### config.mk
export PLATFORM = sky130hd
export DESIGN_NAME = rs_bank_oldest_flat
export DESIGN_NICKNAME = d
export VERILOG_FILES = /design/src/rtl/rs_bank_oldest_if.sv /design/src/rtl/rs_bank_oldest.sv /design/src/flat_wrapper.sv
export SDC_FILE = /design/constraint.sdc
export NUM_CORES = 1
export LEC_CHECK = 0
export BUFFER_PORTS_ARGS = -buffer_cell sky130_fd_sc_hd__buf_4
export CAP_MARGIN = 40
export CORE_MARGIN = 4
export CORE_UTILIZATION = 54
export DETAILED_ROUTE_END_ITERATION = 16
export GPL_ROUTABILITY_DRIVEN = 0
export PLACE_DENSITY = 0.86
export SLEW_MARGIN = 30
export SYNTH_ARGS = -nofsm -noshare
export SYNTH_HDL_FRONTEND = slang
export SYNTH_SLANG_ARGS = --single-unit
### constraint.sdc
create_clock -name CLK -period 8.4 [get_ports CLK]
set_input_delay 1.68 -clock CLK [delete_from_list [all_inputs] [get_ports CLK]]
set_output_delay 1.68 -clock CLK [all_outputs]
set_load 0.05 [all_outputs]
### src/rtl/rs_bank_oldest_if.sv
// Bus bundle between the issue stage / CDB / functional unit and one
// reservation-station bank.
//  flush        : synchronous clear of every station and the dispatch register
//  issue_*      : issue request, operand tags/values, allocated tag, ready
//  cdb_*        : common data bus broadcast snooped for wakeup and bypass
//  disp_*       : registered dispatch toward the functional unit (valid/ready)
//  busy_vec     : per-station occupancy
// The "slave" modport is the bank; "master" is its environment.
interface rs_bank_oldest_if #(
  parameter int N_RS   = 4,
  parameter int DATA_W = 16,
  parameter int TAG_W  = 3,
  parameter int OP_W   = 3,
  parameter int AGE_W  = 10
);
  logic              flush;
  logic              issue_valid;
  logic              issue_ready;
  logic [OP_W-1:0]   issue_op;
  logic [AGE_W-1:0]  issue_age;
  logic [TAG_W-1:0]  issue_qj;
  logic [TAG_W-1:0]  issue_qk;
  logic [DATA_W-1:0] issue_vj;
  logic [DATA_W-1:0] issue_vk;
  logic [TAG_W-1:0]  issue_tag;
  logic              cdb_valid;
  logic [TAG_W-1:0]  cdb_tag;
  logic [DATA_W-1:0] cdb_data;
  logic              disp_valid;
  logic              disp_ready;
  logic [OP_W-1:0]   disp_op;
  logic [DATA_W-1:0] disp_vj;
  logic [DATA_W-1:0] disp_vk;
  logic [TAG_W-1:0]  disp_tag;
  logic [N_RS-1:0]   busy_vec;

  modport slave (
    input  flush, issue_valid, issue_op, issue_age, issue_qj, issue_qk,
           issue_vj, issue_vk, cdb_valid, cdb_tag, cdb_data, disp_ready,
    output issue_ready, issue_tag, disp_valid, disp_op, disp_vj, disp_vk,
           disp_tag, busy_vec
  );

  modport master (
    output flush, issue_valid, issue_op, issue_age, issue_qj, issue_qk,
           issue_vj, issue_vk, cdb_valid, cdb_tag, cdb_data, disp_ready,
    input  issue_ready, issue_tag, disp_valid, disp_op, disp_vj, disp_vk,
           disp_tag, busy_vec
  );
endinterface

### src/rtl/rs_bank_oldest.sv
// Reservation-station bank with issue-time CDB bypass, CDB snooping wakeup
// and a registered oldest-first dispatch stage feeding one functional unit.
// Ports:
//  CLK  : clock, rising edge
//  CLR  : asynchronous active-low reset
//  bus  : rs_bank_oldest_if.slave (flush, issue, CDB, dispatch, busy_vec)
// Station i owns tag TAG_BASE+i. Tag 0 means "operand value present".
module rs_bank_oldest #(
  parameter int N_RS     = 4,
  parameter int DATA_W   = 16,
  parameter int TAG_W    = 3,
  parameter int TAG_BASE = 1,
  parameter int OP_W     = 3,
  parameter int AGE_W    = 10
) (
  input logic             CLK,
  input logic             CLR,
  rs_bank_oldest_if.slave bus
);
  localparam int IDX_W = (N_RS > 1) ? $clog2(N_RS) : 1;

  logic [N_RS-1:0]   busy_r;
  logic [OP_W-1:0]   op_r  [N_RS];
  logic [AGE_W-1:0]  age_r [N_RS];
  logic [TAG_W-1:0]  qj_r  [N_RS];
  logic [TAG_W-1:0]  qk_r  [N_RS];
  logic [DATA_W-1:0] vj_r  [N_RS];
  logic [DATA_W-1:0] vk_r  [N_RS];

  logic              disp_valid_r;
  logic [OP_W-1:0]   disp_op_r;
  logic [DATA_W-1:0] disp_vj_r;
  logic [DATA_W-1:0] disp_vk_r;
  logic [TAG_W-1:0]  disp_tag_r;

  logic              free_found_s;
  logic [IDX_W-1:0]  free_idx_s;
  logic [N_RS-1:0]   ready_s;
  logic              sel_found_s;
  logic [IDX_W-1:0]  sel_idx_s;
  logic [AGE_W-1:0]  sel_age_s;
  logic              issue_fire_s;
  logic              bypass_j_s;
  logic              bypass_k_s;
  logic              cdb_hit_s;
  logic              disp_load_s;
  logic              disp_take_s;

  // Modular age compare: a is older than b when (a-b) wraps negative.
  function automatic logic is_older(input logic [AGE_W-1:0] a, input logic [AGE_W-1:0] b);
    logic [AGE_W-1:0] diff;
    diff = a - b;
    return diff[AGE_W-1];
  endfunction

  // Lowest-index free station, taken from registered busy only
  always_comb begin
    free_found_s = 1'b0;
    free_idx_s   = '0;
    for (int i = 0; i < N_RS; i++) begin
      if (!busy_r[i] && !free_found_s) begin
        free_found_s = 1'b1;
        free_idx_s   = IDX_W'(i);
      end else begin
        free_found_s = free_found_s;
      end
    end
  end

  // Oldest ready station; strict compare keeps the lower index on equal ages
  always_comb begin
    sel_found_s = 1'b0;
    sel_idx_s   = '0;
    sel_age_s   = '0;
    for (int i = 0; i < N_RS; i++) begin
      ready_s[i] = busy_r[i] && (qj_r[i] == '0) && (qk_r[i] == '0);
      if (ready_s[i] && (!sel_found_s || is_older(age_r[i], sel_age_s))) begin
        sel_found_s = 1'b1;
        sel_idx_s   = IDX_W'(i);
        sel_age_s   = age_r[i];
      end else begin
        sel_found_s = sel_found_s;
      end
    end
  end

  // Handshake / bypass qualifiers
  always_comb begin
    issue_fire_s = bus.issue_valid && free_found_s;
    cdb_hit_s    = bus.cdb_valid && (bus.cdb_tag != '0);
    bypass_j_s   = cdb_hit_s && (bus.issue_qj == bus.cdb_tag);
    bypass_k_s   = cdb_hit_s && (bus.issue_qk == bus.cdb_tag);
    disp_load_s  = !disp_valid_r || bus.disp_ready;
    disp_take_s  = disp_load_s && sel_found_s;
  end

  // Station array: issue write with bypass, CDB wakeup, release on dispatch
  always_ff @(posedge CLK or negedge CLR) begin
    if (!CLR) begin
      busy_r <= '0;
      for (int i = 0; i < N_RS; i++) begin
        op_r[i]  <= '0;
        age_r[i] <= '0;
        qj_r[i]  <= '0;
        qk_r[i]  <= '0;
        vj_r[i]  <= '0;
        vk_r[i]  <= '0;
      end
    end else if (bus.flush) begin
      busy_r <= '0;
    end else begin
      for (int i = 0; i < N_RS; i++) begin
        if (issue_fire_s && (free_idx_s == IDX_W'(i))) begin
          busy_r[i] <= 1'b1;
          op_r[i]   <= bus.issue_op;
          age_r[i]  <= bus.issue_age;
          qj_r[i]   <= bypass_j_s ? '0 : bus.issue_qj;
          qk_r[i]   <= bypass_k_s ? '0 : bus.issue_qk;
          vj_r[i]   <= bypass_j_s ? bus.cdb_data : bus.issue_vj;
          vk_r[i]   <= bypass_k_s ? bus.cdb_data : bus.issue_vk;
        end else begin
          if (disp_take_s && (sel_idx_s == IDX_W'(i))) begin
            busy_r[i] <= 1'b0;
          end
          // qj_r==cdb_tag with cdb_tag nonzero implies a real pending dependency
          if (cdb_hit_s && busy_r[i] && (qj_r[i] == bus.cdb_tag)) begin
            qj_r[i] <= '0;
            vj_r[i] <= bus.cdb_data;
          end
          if (cdb_hit_s && busy_r[i] && (qk_r[i] == bus.cdb_tag)) begin
            qk_r[i] <= '0;
            vk_r[i] <= bus.cdb_data;
          end
        end
      end
    end
  end

  // Dispatch register: refills when empty or when the FU takes the current op
  always_ff @(posedge CLK or negedge CLR) begin
    if (!CLR) begin
      disp_valid_r <= 1'b0;
      disp_op_r    <= '0;
      disp_vj_r    <= '0;
      disp_vk_r    <= '0;
      disp_tag_r   <= '0;
    end else if (bus.flush) begin
      disp_valid_r <= 1'b0;
      disp_op_r    <= '0;
      disp_vj_r    <= '0;
      disp_vk_r    <= '0;
      disp_tag_r   <= '0;
    end else if (disp_load_s) begin
      disp_valid_r <= sel_found_s;
      if (sel_found_s) begin
        disp_op_r  <= op_r[sel_idx_s];
        disp_vj_r  <= vj_r[sel_idx_s];
        disp_vk_r  <= vk_r[sel_idx_s];
        disp_tag_r <= TAG_W'(TAG_BASE) + TAG_W'(sel_idx_s);
      end
    end
  end

  assign bus.issue_ready = free_found_s;
  assign bus.issue_tag   = TAG_W'(TAG_BASE) + TAG_W'(free_idx_s);
  assign bus.busy_vec    = busy_r;
  assign bus.disp_valid  = disp_valid_r;
  assign bus.disp_op     = disp_op_r;
  assign bus.disp_vj     = disp_vj_r;
  assign bus.disp_vk     = disp_vk_r;
  assign bus.disp_tag    = disp_tag_r;
endmodule

### src/flat_wrapper.sv
// flat-port wrapper written by rule: the top's interface ports become plain ports
module rs_bank_oldest_flat 
#(
  parameter int N_RS     = 4,
  parameter int DATA_W   = 16,
  parameter int TAG_W    = 3,
  parameter int TAG_BASE = 1,
  parameter int OP_W     = 3,
  parameter int AGE_W    = 10
)
  (CLK, CLR, bus_flush, bus_issue_valid, bus_issue_op, bus_issue_age, bus_issue_qj, bus_issue_qk, bus_issue_vj, bus_issue_vk, bus_cdb_valid, bus_cdb_tag, bus_cdb_data, bus_disp_ready, bus_issue_ready, bus_issue_tag, bus_disp_valid, bus_disp_op, bus_disp_vj, bus_disp_vk, bus_disp_tag, bus_busy_vec);
  rs_bank_oldest_if #(.N_RS(N_RS), .DATA_W(DATA_W), .TAG_W(TAG_W), .OP_W(OP_W), .AGE_W(AGE_W)) bus_i ();
  input logic CLK;
  input logic CLR;
  input wire logic [$bits(bus_i.flush)-1:0] bus_flush;
  input wire logic [$bits(bus_i.issue_valid)-1:0] bus_issue_valid;
  input wire logic [$bits(bus_i.issue_op)-1:0] bus_issue_op;
  input wire logic [$bits(bus_i.issue_age)-1:0] bus_issue_age;
  input wire logic [$bits(bus_i.issue_qj)-1:0] bus_issue_qj;
  input wire logic [$bits(bus_i.issue_qk)-1:0] bus_issue_qk;
  input wire logic [$bits(bus_i.issue_vj)-1:0] bus_issue_vj;
  input wire logic [$bits(bus_i.issue_vk)-1:0] bus_issue_vk;
  input wire logic [$bits(bus_i.cdb_valid)-1:0] bus_cdb_valid;
  input wire logic [$bits(bus_i.cdb_tag)-1:0] bus_cdb_tag;
  input wire logic [$bits(bus_i.cdb_data)-1:0] bus_cdb_data;
  input wire logic [$bits(bus_i.disp_ready)-1:0] bus_disp_ready;
  output wire logic [$bits(bus_i.issue_ready)-1:0] bus_issue_ready;
  output wire logic [$bits(bus_i.issue_tag)-1:0] bus_issue_tag;
  output wire logic [$bits(bus_i.disp_valid)-1:0] bus_disp_valid;
  output wire logic [$bits(bus_i.disp_op)-1:0] bus_disp_op;
  output wire logic [$bits(bus_i.disp_vj)-1:0] bus_disp_vj;
  output wire logic [$bits(bus_i.disp_vk)-1:0] bus_disp_vk;
  output wire logic [$bits(bus_i.disp_tag)-1:0] bus_disp_tag;
  output wire logic [$bits(bus_i.busy_vec)-1:0] bus_busy_vec;
  assign bus_i.flush = bus_flush;
  assign bus_i.issue_valid = bus_issue_valid;
  assign bus_i.issue_op = bus_issue_op;
  assign bus_i.issue_age = bus_issue_age;
  assign bus_i.issue_qj = bus_issue_qj;
  assign bus_i.issue_qk = bus_issue_qk;
  assign bus_i.issue_vj = bus_issue_vj;
  assign bus_i.issue_vk = bus_issue_vk;
  assign bus_i.cdb_valid = bus_cdb_valid;
  assign bus_i.cdb_tag = bus_cdb_tag;
  assign bus_i.cdb_data = bus_cdb_data;
  assign bus_i.disp_ready = bus_disp_ready;
  assign bus_issue_ready = bus_i.issue_ready;
  assign bus_issue_tag = bus_i.issue_tag;
  assign bus_disp_valid = bus_i.disp_valid;
  assign bus_disp_op = bus_i.disp_op;
  assign bus_disp_vj = bus_i.disp_vj;
  assign bus_disp_vk = bus_i.disp_vk;
  assign bus_disp_tag = bus_i.disp_tag;
  assign bus_busy_vec = bus_i.busy_vec;
  rs_bank_oldest #(.N_RS(N_RS), .DATA_W(DATA_W), .TAG_W(TAG_W), .TAG_BASE(TAG_BASE), .OP_W(OP_W), .AGE_W(AGE_W)) u_core (.CLK(CLK), .CLR(CLR), .bus(bus_i));
endmodule
# ---- After elaboration in Yosys (flattened, before gate mapping)
# Cells that the tools add are included.
dict set report op_classes {
  addsub 5
  multipliers 0
  div_mod_pow 0
  order_cmp 1
  n_eq_ne 16
  n_shift 0
  n_mux 85
  bitwise_logic 2
  n_reduce_logical 90
}
# cell count
set op_table {}
lappend op_table {{$mux W16} 28}
lappend op_table {{$mux W3} 26}
lappend op_table {{$bmux W16 S2} 2}
lappend op_table {{$logic_and A1 B1 Y1} 39}
lappend op_table {{$eq A3 B3 Y1} 10}
lappend op_table {{$mux W10} 3}
lappend op_table {{$sub A10 B10 Y10} 3}
lappend op_table {{$reduce_and A2 Y1} 13}
lappend op_table {{$logic_not A3 Y1} 8}
lappend op_table {{$mux W1} 20}
lappend op_table {{$reduce_bool A2 Y1} 10}
lappend op_table {{$reduce_bool A3 Y1} 5}
lappend op_table {{$logic_not A1 Y1} 9}
lappend op_table {{$eq A2 B2 Y1 const B} 4}
lappend op_table {{$mux W2} 4}
lappend op_table {{$add A1 B2 Y3 const A} 2}
lappend op_table {{$bmux W3 S2} 1}
lappend op_table {{$eq A2 B1 Y1 const B} 2}
lappend op_table {{$logic_not A2 Y1} 2}
lappend op_table {{$logic_or A1 B1 Y1} 4}
lappend op_table {{$mux W4} 1}
lappend op_table {{$ge A3 B3 Y1 const B} 1}
lappend op_table {{$not A2 Y3} 1}
lappend op_table {{$not A1 Y1} 1}
dict set report totals {
  ff_bits 247
  latchBits 0
  ramBits 0
  mem_bits_ro 0
  input_bits 76
  out_inout_bits 47
  wordCells 232
  memories 0
}

# ---- Depth between registers and ports, before layout
# Gate-level depths: netlist of the first run.
dict set report depth {
  word_depth 23
  mapped_depth 46
  mapped_depth_nobuf 40
}

# ---- Worst setup path after synthesis of the first run
# No wires, ideal clock.
dict set report synth_path {
  path_type {register to register}
  from {reg u_core.busy_r[0] (netlist: u_core.bus.busy_vec[0])}
  to {reg u_core.busy_r[2] (netlist: u_core.bus.busy_vec[2])}
  setup_ns 0.068
  t_arrival_ns 8.753
  required_time_ns 8.332
  path_slack_ns -0.421
  stages_incl_launch_ff 45
  path_buffers 7
  period_less_slack_ns 8.821
  path_cell_list {dfrtp_1 -> nor4b_2 -> and2_1 -> clkbuf_1 -> clkbuf_1 -> nand2_1 -> ha_1 -> nand4_1 -> nor3_1 -> a211oi_2 -> xnor2_1 -> a21boi_1 -> clkbuf_1 -> buf_1 -> a21oi_1 -> ha_1 -> a21o_1 -> a21o_1 -> [9 not listed] -> ha_1 -> a21oi_1 -> nor2b_1 -> o21ai_0 -> nand2b_1 -> a21oi_1 -> nor2_1 -> a211oi_1 -> nor3b_1 -> a221o_1 -> nor4_1 -> buf_4 -> buf_8 -> a21o_1 -> inv_1 -> ha_1 -> a211o_1 -> nand2_1}
}
dict set report synth_between {
  elab_chain_len 18
  elab_cells_between_ends 45
  classes_between {add/sub: 3; eq/ne: 2; mux: 19; reduce/logical: 21}
}
# element line_no
set synth_rtl {}
lappend synth_rtl {{start: declaration} rs_bank_oldest.sv:22} ;# logic [N_RS-1:0] busy_r;
lappend synth_rtl {{start signal: assignment} rs_bank_oldest.sv:100} ;# busy_r <= '0;
lappend synth_rtl {{start signal: assignment} rs_bank_oldest.sv:110} ;# busy_r <= '0;
lappend synth_rtl {{start signal: indexed assignment} rs_bank_oldest.sv:114} ;# busy_r[i] <= 1'b1;
lappend synth_rtl {{$logic_and A1 B1 Y1 (2 in a row)} rs_bank_oldest.sv:76} ;# ready_s[i] = busy_r[i] && (qj_r[i] == '0) && (qk_r[i] == '0);
lappend synth_rtl {{$mux W10 or $mux W1 (tied branches)} rs_bank_oldest.sv:77} ;# if (ready_s[i] && (!sel_found_s || is_older(age_r[i], sel_age_s))) begin
lappend synth_rtl {{$sub A10 B10 Y10 or $logic_not A1 Y1 (tied branches)} {rs_bank_oldest.sv:52, rs_bank_oldest.sv:77}}
lappend synth_rtl {{$logic_or A1 B1 Y1} rs_bank_oldest.sv:77}
lappend synth_rtl {{$logic_and A1 B1 Y1} rs_bank_oldest.sv:77}
lappend synth_rtl {{$mux W10 or $mux W1 (tied branches)} rs_bank_oldest.sv:77}
lappend synth_rtl {{$sub A10 B10 Y10 or $logic_not A1 Y1 (tied branches)} {rs_bank_oldest.sv:52, rs_bank_oldest.sv:77}}
lappend synth_rtl {{$logic_or A1 B1 Y1} rs_bank_oldest.sv:77}
lappend synth_rtl {{$logic_and A1 B1 Y1} rs_bank_oldest.sv:77}
lappend synth_rtl {{$mux W10 or $mux W1 (tied branches)} rs_bank_oldest.sv:77}
lappend synth_rtl {{$sub A10 B10 Y10 or $logic_not A1 Y1 (tied branches)} {rs_bank_oldest.sv:52, rs_bank_oldest.sv:77}}
lappend synth_rtl {{$logic_or A1 B1 Y1} rs_bank_oldest.sv:77}
lappend synth_rtl {{$logic_and A1 B1 Y1} rs_bank_oldest.sv:77}
lappend synth_rtl {{$mux W2 or $mux W1 (tied branches)} rs_bank_oldest.sv:77}
lappend synth_rtl {{$eq A2 B2 Y1 or $logic_and A1 B1 Y1 (tied branches)} {rs_bank_oldest.sv:122, rs_bank_oldest.sv:94}}
lappend synth_rtl {{$logic_and A1 B1 Y1} rs_bank_oldest.sv:122} ;# if (disp_take_s && (sel_idx_s == IDX_W'(i))) begin
lappend synth_rtl {{$reduce_bool A3 Y1 (no source line)} --}
# Parallel ways exist; a longest one is shown, timed or not.
# A chain may end at the register's enable or synchronous reset.

# ---- Worst setup path after layout of the first run
dict set report layout_path {
  from {reg u_core.qk_r[10] (netlist bit)}
  to {reg u_core.disp_vj_r[1] (netlist: u_core.bus.disp_vj[1])}
}
dict set report layout_between {
  elab_chain_len 22
  elab_cells_between_ends 33
  classes_between {add/sub: 3; mux: 16; bitwise: 1; reduce/logical: 13}
}
# element line_no
set layout_rtl {}
lappend layout_rtl {{start: declaration} rs_bank_oldest.sv:26} ;# logic [TAG_W-1:0] qk_r [N_RS];
lappend layout_rtl {{start signal: indexed assignment} rs_bank_oldest.sv:118} ;# qk_r[i] <= bypass_k_s ? '0 : bus.issue_qk;
lappend layout_rtl {{$logic_not A3 Y1 (*)} rs_bank_oldest.sv:76}
lappend layout_rtl {{$logic_and A1 B1 Y1 (*)} rs_bank_oldest.sv:76}
lappend layout_rtl {{$mux W10 or $mux W1 (tied branches)} rs_bank_oldest.sv:77}
lappend layout_rtl {{$sub A10 B10 Y10 or $logic_not A1 Y1 (tied branches)} {rs_bank_oldest.sv:52, rs_bank_oldest.sv:77}}
lappend layout_rtl {{$logic_or A1 B1 Y1} rs_bank_oldest.sv:77}
lappend layout_rtl {{$logic_and A1 B1 Y1} rs_bank_oldest.sv:77}
lappend layout_rtl {{$mux W10 or $mux W1 (tied branches)} rs_bank_oldest.sv:77}
lappend layout_rtl {{$sub A10 B10 Y10 or $logic_not A1 Y1 (tied branches)} {rs_bank_oldest.sv:52, rs_bank_oldest.sv:77}}
lappend layout_rtl {{[5 not listed]} --}
lappend layout_rtl {{$logic_and A1 B1 Y1} rs_bank_oldest.sv:77}
lappend layout_rtl {{$mux W2} rs_bank_oldest.sv:77}
lappend layout_rtl {{$not A2 Y3 (not written as such)} rs_bank_oldest.sv:157} ;# disp_vj_r <= vj_r[sel_idx_s];
lappend layout_rtl {{$bmux W16 S2} rs_bank_oldest.sv:157}
lappend layout_rtl {{$mux W16 (not written as such) (2 in a row)} rs_bank_oldest.sv:157}
lappend layout_rtl {{$mux W16} rs_bank_oldest.sv:155} ;# if (sel_found_s) begin
lappend layout_rtl {{$mux W16} rs_bank_oldest.sv:153} ;# end else if (disp_load_s) begin
lappend layout_rtl {{$mux W16} rs_bank_oldest.sv:147} ;# end else if (bus.flush) begin
lappend layout_rtl {{end signal: assignment} rs_bank_oldest.sv:157}
lappend layout_rtl {{end: declaration} rs_bank_oldest.sv:32} ;# logic [DATA_W-1:0] disp_vj_r;
# Every way passes the cells marked *; elsewhere a longest branch is shown, timed or not. The select of a mux whose other input is x is not followed.

==> flow_summary.toml, run 1 <==
[clocking]
cts.sink_count = 247
cts_buffers = 27
h-tree-depth = 1
cts_hold_buffers = 0
root_buffer = "clkbuf_16"
path_clk_slew_ps = 60
clock_latency_ps = 540
cts_tree = "done"
cts.path.max_buffers = 3

[layout]
area_growth_pct = 17.2
drive_gt1_frac = 0.223
final_nets = 1480
final_common_cell = "dfrtp_1"
final_cell_mix = "246 x dfrtp_1, 166 x mux2i_1, 150 x a21oi_1"
num_antenna_cells = 0
fin_area_sq_um = 15300
finish.utilization = 0.649

[floorplanning]
ioPinCount = 123
core_sq_um = 23600
die_x_um = 164
die_area_sq_um = 26800
start_util = 0.554
fp.dieH_um = 164
rows = 56

[global_routing]
grt_first_pass_wirelength_mm = 56.5
grt_overflow = 0
grt_pass1_vias = 10600
grt_max_degree = 86
antenna_found_initial = 0
grtUsageTotal = 0.263

[place]
dp_hpwl_mm = 23.7
port-buffer-count = 122
dpl_cell_area_sq_um = 14400
dp_slack_ps = 122

[synthesis]
netlist_instances = 1276
syn_avg_cell_area_sq_um = 10.2
synth_edf_count = 0
async_flop_share = 1.00
ys_warn_count = 0
yosysUniqueCellTypes = 53
ys_seq_area_frac = 0.473
synth_flop_cell = "dfrtp_1"
synth_seq_cells = 247
netlist_area_sq_um = 13100
synth_fp_nets = 1384

[job]
drv_cap = 0

[routing]
dr.pass1.iters = 5
drt_iter0_markers = 1050
drcViolationCount = 0
antenna_violating_nets_post_route = 0
num_vias = 10600
finalWirelength_mm = 36.0
wl_per_cell_um = 21.1
viasPerCell = 6.20

[sta]
min_period_over_period = 0.972
report.final.slew_viol_count = 0
fin_worst_skew_ps = 14.4
setup_slack_ps = 238
finalHoldViolations = 0
relSlewSlack = 0.459
worstMarginPinSlew_ps = 805
setup_viol = 0
max_freq_mhz = 123
hold_slack_ps = 497
period_needed_ps = 8160

[run_status]
outcome = "completed"

[critical_path]
cp.arrival_ps = 8580
crit_required_ps = 8820
worstSetupEndpointType = "register"
crit_slowest_cell = "nor4_4"
startpoint = "u_core.qk_r[10]$_DFFE_PN0P_"
r2r_start = "u_core.qk_r[10]$_DFFE_PN0P_"
crit_type = "reg2reg"
slowest_delay_ps = 430
path_max_fanout = 12
crit_path_start_kind = "register"

[min_path]
hp-class = "reg2reg"
holdCritStartpoint = "u_core.vk_r[16]$_DFFE_PN0P_"

[power_and_ir_drop]
power.leakage_uw = 0.00753
powerDensity_nw_per_um2 = 256
total_power_uw = 3930
ir_worst_vdd_mv = 0.132
-- synth_stat cells (2+ instances only) --
master | instances | area, sq um
a211o_1 | 2 | 17.5
a211oi_1 | 3 | 22.5
a21boi_1 | 2 | 15.0
a21o_1 | 6 | 45.0
a21oi_1 | 151 | 756
a221o_1 | 36 | 360
a31oi_1 | 3 | 18.8
and2_1 | 4 | 25.0
and3_1 | 2 | 12.5
buf_1 | 20 | 75.1
buf_2 | 2 | 10.0
buf_8 | 3 | 45.0
clkbuf_1 | 65 | 244
dfrtp_1 | 247 | 6180
ha_1 | 32 | 400
inv_1 | 29 | 109
mux2_2 | 86 | 968
mux2i_1 | 166 | 1660
nand2_1 | 91 | 342
nand2b_1 | 8 | 50.1
nand3_1 | 40 | 200
nand3b_1 | 4 | 30.0
nand4_1 | 8 | 50.1
nor2_1 | 148 | 556
nor2b_1 | 2 | 12.5
nor3_1 | 7 | 35.0
nor3b_1 | 2 | 15.0
nor4_1 | 4 | 25.0
o21ai_0 | 12 | 60.1
o21bai_1 | 2 | 15.0
o22ai_1 | 26 | 163
o31ai_1 | 2 | 15.0
o41ai_1 | 8 | 70.1
or2_2 | 3 | 18.8
or3_1 | 3 | 18.8
xnor2_1 | 5 | 43.8
xor2_1 | 26 | 228
-- final timing paths --
kind                                                     end  slack (ps)  depth (start not counted)
max                        u_core.bus.disp_vj[1]$_DFFE_PN0P_         240                         37
min in group asynchronous         u_core.op_r[9]$_DFFE_PN0P_        1130                          1
min reg2reg                u_core.bus.disp_vk[0]$_DFFE_PN0P_         500                          1
max reg2reg                u_core.bus.disp_vj[1]$_DFFE_PN0P_         240                         37
min                        u_core.bus.disp_vk[0]$_DFFE_PN0P_         500                          1
max in group asynchronous        u_core.vj_r[19]$_DFFE_PN0P_        6080                          2
-- flip-flops by register name, indices dropped and copies added, names as in the netlist --
name,flops
u_core.bus.disp_vk,16
u_core.bus.disp_tag,3
u_core.op_r,12
u_core.bus.disp_op,3
u_core.qk_r,12
u_core.vk_r,64
u_core.bus.busy_vec,4
u_core.bus.disp_vj,16
u_core.qj_r,12
u_core.bus.disp_valid,1
u_core.age_r,40
u_core.vj_r,64
-- layer usage --
layer  vias up  global-route usage  routed length [um]
li1       4743                   -                   -
met1      5247               0.360               14900
met2       505               0.425               17200
met3        96              0.0371                2750
met4         0               0.102                1270
met5         -                   0                   0
-- cells by family after synthesis --
group	synth area share
and+or+nand+nor	0.112
adders and majority gates	0.0306
buffers and inverters	0.0375
AOI/OAI and AO/OA	0.125
DFF	0.473
muxes	0.201
xor gates and xnor gates	0.0208
-- metrics by stage --
| stage | TNS, ps | cells |
|---|---|---|
| finish | 0 | 1708 |
| global route | -1140 | 1708 |
| CTS | 0 | 1703 |
| detailed placement | 0 | 1657 |
| global placement | 0 | 1651 |
| floorplan | 0 | 1276 |
-- area by class of cell --
type	count	area, sq um
clock buffers	43	796
inverters	29	109
multi-input cells	909	6530
fillers	1730	8290
clock inverters	3	21.3
repair buffers	158	1280
flip-flops and latches	247	6180
well taps	319	399
-- what timing repair did --
item	in CTS	in global routing
gates cloned	0	0
buffers inserted	0	4
pin swaps	0	3
endpoints found under the setup margin	36	41
gates resized for setup	2	3
-- report_power, final --
part           leakage [uW]  internal (uW)  switching, uW
clock              0.000396            643            466
combinational       0.00406            456            566
sequential          0.00307           1550            246
total               0.00753           2650           1280
-- worst max-delay path, delay by kind of cell (launching register included) --
kind                     cells  cell delay [ps]
adder cells (fa/ha/maj)      3              920
buffers and inverters        2              440
AO/OA/AOI/OAI               16             3330
XOR/XNOR                     1              210
AND/OR/NAND/NOR             14             2620
multiplexers                 1               90
flip-flops                   1              410
No activity file was read; power rests on OpenSTA's default activity.
==> run 2: changes to the inputs <==
--- a/config.mk
+++ b/config.mk
@@ -12,7 +12,7 @@
 export DETAILED_ROUTE_END_ITERATION = 16
 export GPL_ROUTABILITY_DRIVEN = 0
 export PLACE_DENSITY = 0.86
-export SLEW_MARGIN = 30
+export RECOVER_POWER = 50
 export SYNTH_ARGS = -nofsm -noshare
 export SYNTH_HDL_FRONTEND = slang
 export SYNTH_SLANG_ARGS = --single-unit
==> flow_summary.toml, run 2 (synthesized netlist as in run 1, its figures left out) <==
[critical_path]
cp.arrival_ps = 8470
crit_required_ps = 8820
path_buf_inv = 3
crit_path_start_kind = "register"
critPathTopFamily = "compound AO/OA/AOI/OAI gates"
worstSetupEndpointType = "register"
crit_slowest_cell = "dfrtp_1"
crit_type = "reg2reg"
slowest_delay_ps = 410
path_max_fanout = 12

[place]
dpl_cell_area_sq_um = 14600
dp_hpwl_mm = 24.1
dp_cells = 1665
port-buffer-count = 122

[routing]
wl_per_cell_um = 21.4
dr.max_layer_used = "met4"
wl_met3_mm = 3.23
viasPerCell = 6.24
num_vias = 10700
wl_met1_mm = 14.8
finalWirelength_mm = 36.8
dr.pass1.iters = 6
drcViolationCount = 0
wl_met2_mm = 17.6
drt_iter0_markers = 1128
antenna_violating_nets_post_route = 0

[power_and_ir_drop]
powerDensity_nw_per_um2 = 264
ir_worst_vdd_mv = 0.127
power.leakage_uw = 0.00765

[clocking]
h-tree-depth = 1
cts.path.max_buffers = 3
path_clk_slew_ps = 60
clock_latency_ps = 550
root_buffer = "clkbuf_16"
cts_buffers = 27
cts.sink_count = 247
cts_tree = "done"

[layout]
stdcell_count = 1720
num_antenna_cells = 0
biggestRegsByFlops = "u_core.vj_r (64), u_core.vk_r (64), u_core.age_r (40)"
final_cell_mix = "246 x dfrtp_1, 166 x mux2i_1, 149 x a21oi_1"
drive_gt1_frac = 0.226
final_common_cell = "dfrtp_1"
final_nets = 1488
fin_area_sq_um = 15600
fill_cells = 1686
area_growth_pct = 19.0

[floorplanning]
die_x_um = 164
rows = 56
ioPinCount = 123
start_util = 0.554
fp.dieH_um = 164
die_area_sq_um = 26800
core_sq_um = 23600

[min_path]
hp-class = "reg2reg"

[global_routing]
grt_max_degree = 81
grtUsageTotal = 0.269
grt_first_pass_wirelength_mm = 57.9
grt_overflow = 0
grt_pass1_vias = 10900
antenna_found_initial = 0

[sta]
max_freq_mhz = 124
period_needed_ps = 8060
min_period_over_period = 0.959
finalHoldViolations = 0
setup_viol = 0
fin_worst_skew_ps = 21.6
report.final.slew_viol_count = 216
worstMarginPinSlew_ps = 4190
relSlewSlack = -1.79

[run_status]
outcome = "finished with violations"
violations = "max-capacitance violations, max-slew violations"

[job]
drv_cap = 3
## run 2: cell count changes in the layout (fill, tap and decap cells not counted), sizes merged
| cell | change |
|---|---|
| buf | -2 |
| bufinv | +3 |
| clkinv | +4 |
| clkinvlp | -1 |
| nand4 | +1 |
| clkbuf | +7 |
## run 2: metal layers
metal	up-vias	global-route usage
met3	101	0.0449
met2	533	0.431
met5	-	0
met1	5324	0.368
met4	0	0.106
li1	4780	-
## run 2: worst paths after layout
| kind | startpoint | endpoint | slack (ps) | cells after the start |
|---|---|---|---|---|
| max in group asynchronous | CLR | u_core.vj_r[8]$_DFFE_PN0P_ | 1860 | 3 |
| setup / recovery | u_core.qk_r[10]$_DFFE_PN0P_ | u_core.bus.disp_vk[15]$_DFFE_PN0P_ | 340 | 37 |
| min in group asynchronous | CLR | u_core.vk_r[14]$_DFFE_PN0P_ | 2620 | 1 |
| hold / removal | u_core.vk_r[29]$_DFFE_PN0P_ | u_core.bus.disp_vk[13]$_DFFE_PN0P_ | 500 | 1 |
| setup reg to reg | u_core.qk_r[10]$_DFFE_PN0P_ | u_core.bus.disp_vk[15]$_DFFE_PN0P_ | 340 | 37 |
| hold reg to reg | u_core.vk_r[29]$_DFFE_PN0P_ | u_core.bus.disp_vk[13]$_DFFE_PN0P_ | 500 | 1 |
## run 2: repair_timing
action | in CTS | in global routing
pin swaps | 1 | 2
cloned | 0 | 1
hold buffers | 0 | 0
endpoints found under the setup margin | 26 | 42
buffers inserted | 0 | 4
resized for setup | 1 | 7
## run 2: cell type report
type / count / area, sq um / area share
clock buffer: 41 / 828 / 0.0532
clock inverter: 9 / 135 / 0.00869
inverter: 29 / 109 / 0.00700
multi-input combinational: 910 / 6540 / 0.420
sequential: 247 / 6180 / 0.397
tap: 319 / 399 / 0.0257
timing repair buffer: 165 / 1370 / 0.0878
## run 2: per-stage QoR
| stage | worst slack, ps | setup TNS [ps] | total power, uW | util | hold WS, ps |
|---|---|---|---|---|---|
| finish | 344 | 0 | 4100 | 0.659 | 497 |
| global route | -168 | -3650 | 4300 | 0.659 | 503 |
| CTS | 8.53 | 0 | 4090 | 0.660 | 494 |
| detailed placement | 166 | 0 | 2800 | 0.619 | 492 |
| global placement | 514 | 0 | 2710 | 0.607 | 480 |
| floorplan | 67.7 | 0 | 2460 | - | 473 |
## run 2: report_power, final
| group | internal [uW] | switching (uW) |
|---|---|---|
| logic | 463 | 575 |
| registers | 1550 | 250 |
| clock network | 773 | 493 |
==> run 3: changes to the inputs <==
--- a/config.mk
+++ b/config.mk
@@ -11,8 +11,11 @@
 export CORE_UTILIZATION = 54
 export DETAILED_ROUTE_END_ITERATION = 16
 export GPL_ROUTABILITY_DRIVEN = 0
+export GPL_TIMING_DRIVEN = 0
 export PLACE_DENSITY = 0.86
 export RECOVER_POWER = 50
+export REMOVE_ABC_BUFFERS = 1
+export SKIP_CTS_REPAIR_TIMING = 1
 export SYNTH_ARGS = -nofsm -noshare
 export SYNTH_HDL_FRONTEND = slang
 export SYNTH_SLANG_ARGS = --single-unit
==> flow_summary.toml, run 3 (synthesized netlist as in run 1, its figures left out) <==
[sta]
finalHoldViolations = 0
setup_viol = 0
min_period_over_period = 0.982
max_freq_mhz = 121
report.final.slew_viol_count = 123
setup_slack_ps = 153
period_needed_ps = 8250
fin_worst_skew_ps = 29.0
worstMarginPinSlew_ps = 4410
relSlewSlack = -1.94

[routing]
num_vias = 11000
drcViolationCount = 0
antenna_violating_nets_post_route = 0
viasPerCell = 6.23
dr.pass1.iters = 5
finalWirelength_mm = 37.4
wl_per_cell_um = 21.2
drt_iter0_markers = 1179

[power_and_ir_drop]
ir_worst_vdd_mv = 0.177
swShare = 0.326
powerDensity_nw_per_um2 = 258
p_seq_frac = 0.433
combPwrFrac = 0.273
p_switching_uw = 1350
power.leakage_uw = 0.00795
p_clk_frac = 0.294
total_power_uw = 4140
intPower_uw = 2790

[layout]
final_nets = 1534
area_growth_pct = 22.7
final_cell_mix = "246 x dfrtp_1, 166 x mux2i_1, 166 x buf_4"
biggestRegsByFlops = "u_core.vj_r (64), u_core.vk_r (64), u_core.age_r (40)"
final_common_cell = "dfrtp_1"
drive_gt1_frac = 0.253
fill_cells = 1577
num_antenna_cells = 0

[global_routing]
grt_max_degree = 128
grt_pass1_vias = 11100
grtUsageMet2 = 0.433
grtUsageTotal = 0.271
grt_first_pass_wirelength_mm = 58.4
grt-busiest-layer = "met2"
use_met3 = 0.0553
use_met1 = 0.370
grt_overflow = 0
antenna_found_initial = 0

[clocking]
cts_buffers = 28
cts.path.max_buffers = 3
path_clk_slew_ps = 60
root_buffer = "clkbuf_16"
h-tree-depth = 1
cts.sink_count = 247
cts_tree = "done"
clock_latency_ps = 560

[run_status]
outcome = "finished with violations"
violations = "max-capacitance violations, max-slew violations"

[critical_path]
cp.arrival_ps = 8690
r2r-end = "u_core.bus.disp_vk[13]$_DFFE_PN0P_"
crit_slowest_cell = "dfrtp_1"
worstSetupEndpointType = "register"
crit_type = "reg2reg"
r2r_slack_ps = 150
slowest_delay_ps = 410
path_max_fanout = 8
rr_worst_depth = 42
crit_path_start_kind = "register"
path_buf_inv = 10
r2r_start = "u_core.qj_r[10]$_DFFE_PN0P_"
critPathTopFamily = "compound AO/OA/AOI/OAI gates"
crit_top_cell = "buf_4"
crit_required_ps = 8840

[min_path]
min_to = "u_core.op_r[6]$_DFFE_PN0P_"
holdCritStartpoint = "u_core.op_r[6]$_DFFE_PN0P_"
hp-class = "reg2reg"
hold_depth = 1

[floorplanning]
die_x_um = 164
fp.dieH_um = 164
core_sq_um = 23600
rows = 56
start_util = 0.554
ioPinCount = 123
die_area_sq_um = 26800

[place]
dp_slack_ps = -1310
port-buffer-count = 122
dp_hpwl_mm = 25.5

[job]
drv_cap = 2
## run 3: changes by cell type in the layout (fill, tap and decap cells not counted), moves of 7 or more
| cell | before | now |
|---|---|---|
| buf_6 | 1 | 8 |
| buf_2 | 0 | 12 |
| buf_16 | 3 | 10 |
| buf_4 | 142 | 166 |
## run 3: metrics by stage
step                      instance area [sq um]   util  TNS [ps]  hold WS, ps  std cells
after floorplan                           12700      -   -299040          473       1185
after global placement                    14000  0.593   -608930          482       1626
after detailed placement                  14900  0.632    -45840          488       1692
after CTS                                 15900  0.671    -53090          501       1740
after global routing                      16000  0.679     -4760          520       1763
final                                     16000  0.679         0          504       1763
## run 3: area by class of cell
class | count | area, sq um | share of cell area
clock buffers | 42 | 843 | 0.0526
clock inverters | 6 | 83.8 | 0.00523
inverters | 29 | 109 | 0.00679
multi-input cells | 910 | 6580 | 0.410
flip-flops and latches | 247 | 6180 | 0.385
well taps | 319 | 399 | 0.0249
repair buffers | 210 | 1850 | 0.115
## run 3: how the worst max path moves through the flow
stage | from | end | slack [ps] | cells after the start
final | u_core.qj_r[10]$_DFFE_PN0P_ | u_core.bus.disp_vk[13]$_DFFE_PN0P_ | 150 | 42
after floorplan | u_core.bus.busy_vec[0]$_DFFE_PN0P_ | u_core.bus.busy_vec[1]$_DFFE_PN0P_ | -7400 | 36
after CTS | u_core.bus.busy_vec[0]$_DFFE_PN0P_ | u_core.bus.disp_vj[5]$_DFFE_PN0P_ | -1470 | 39
after global placement | u_core.bus.busy_vec[0]$_DFFE_PN0P_ | u_core.bus.disp_vj[15]$_DFFE_PN0P_ | -14890 | 32
after global routing | u_core.qj_r[10]$_DFFE_PN0P_ | u_core.bus.disp_tag[1]$_DFFE_PN0P_ | -260 | 42
after detailed placement | u_core.bus.busy_vec[0]$_DFFE_PN0P_ | u_core.bus.disp_vj[1]$_DFFE_PN0P_ | -1310 | 39
## run 3: per-layer routing
layer	wire (um)	vias to the layer above	share of wire
met5	0	-	0
met2	17800	579	0.48
met3	3390	119	0.091
met4	1140	0	0.030
met1	15000	5414	0.40
li1	-	4875	-
## run 3: power by group through the flow
| stage | logic, uW | registers (uW) | clock network (uW) |
|---|---|---|---|
| after floorplan | 666 | 1780 | 0 |
| after global placement | 935 | 1760 | 0 |
| after detailed placement | 1040 | 1790 | 0 |
| after CTS | 1050 | 1770 | 1230 |
| after global routing | 1240 | 1830 | 1280 |
| final | 1130 | 1790 | 1220 |
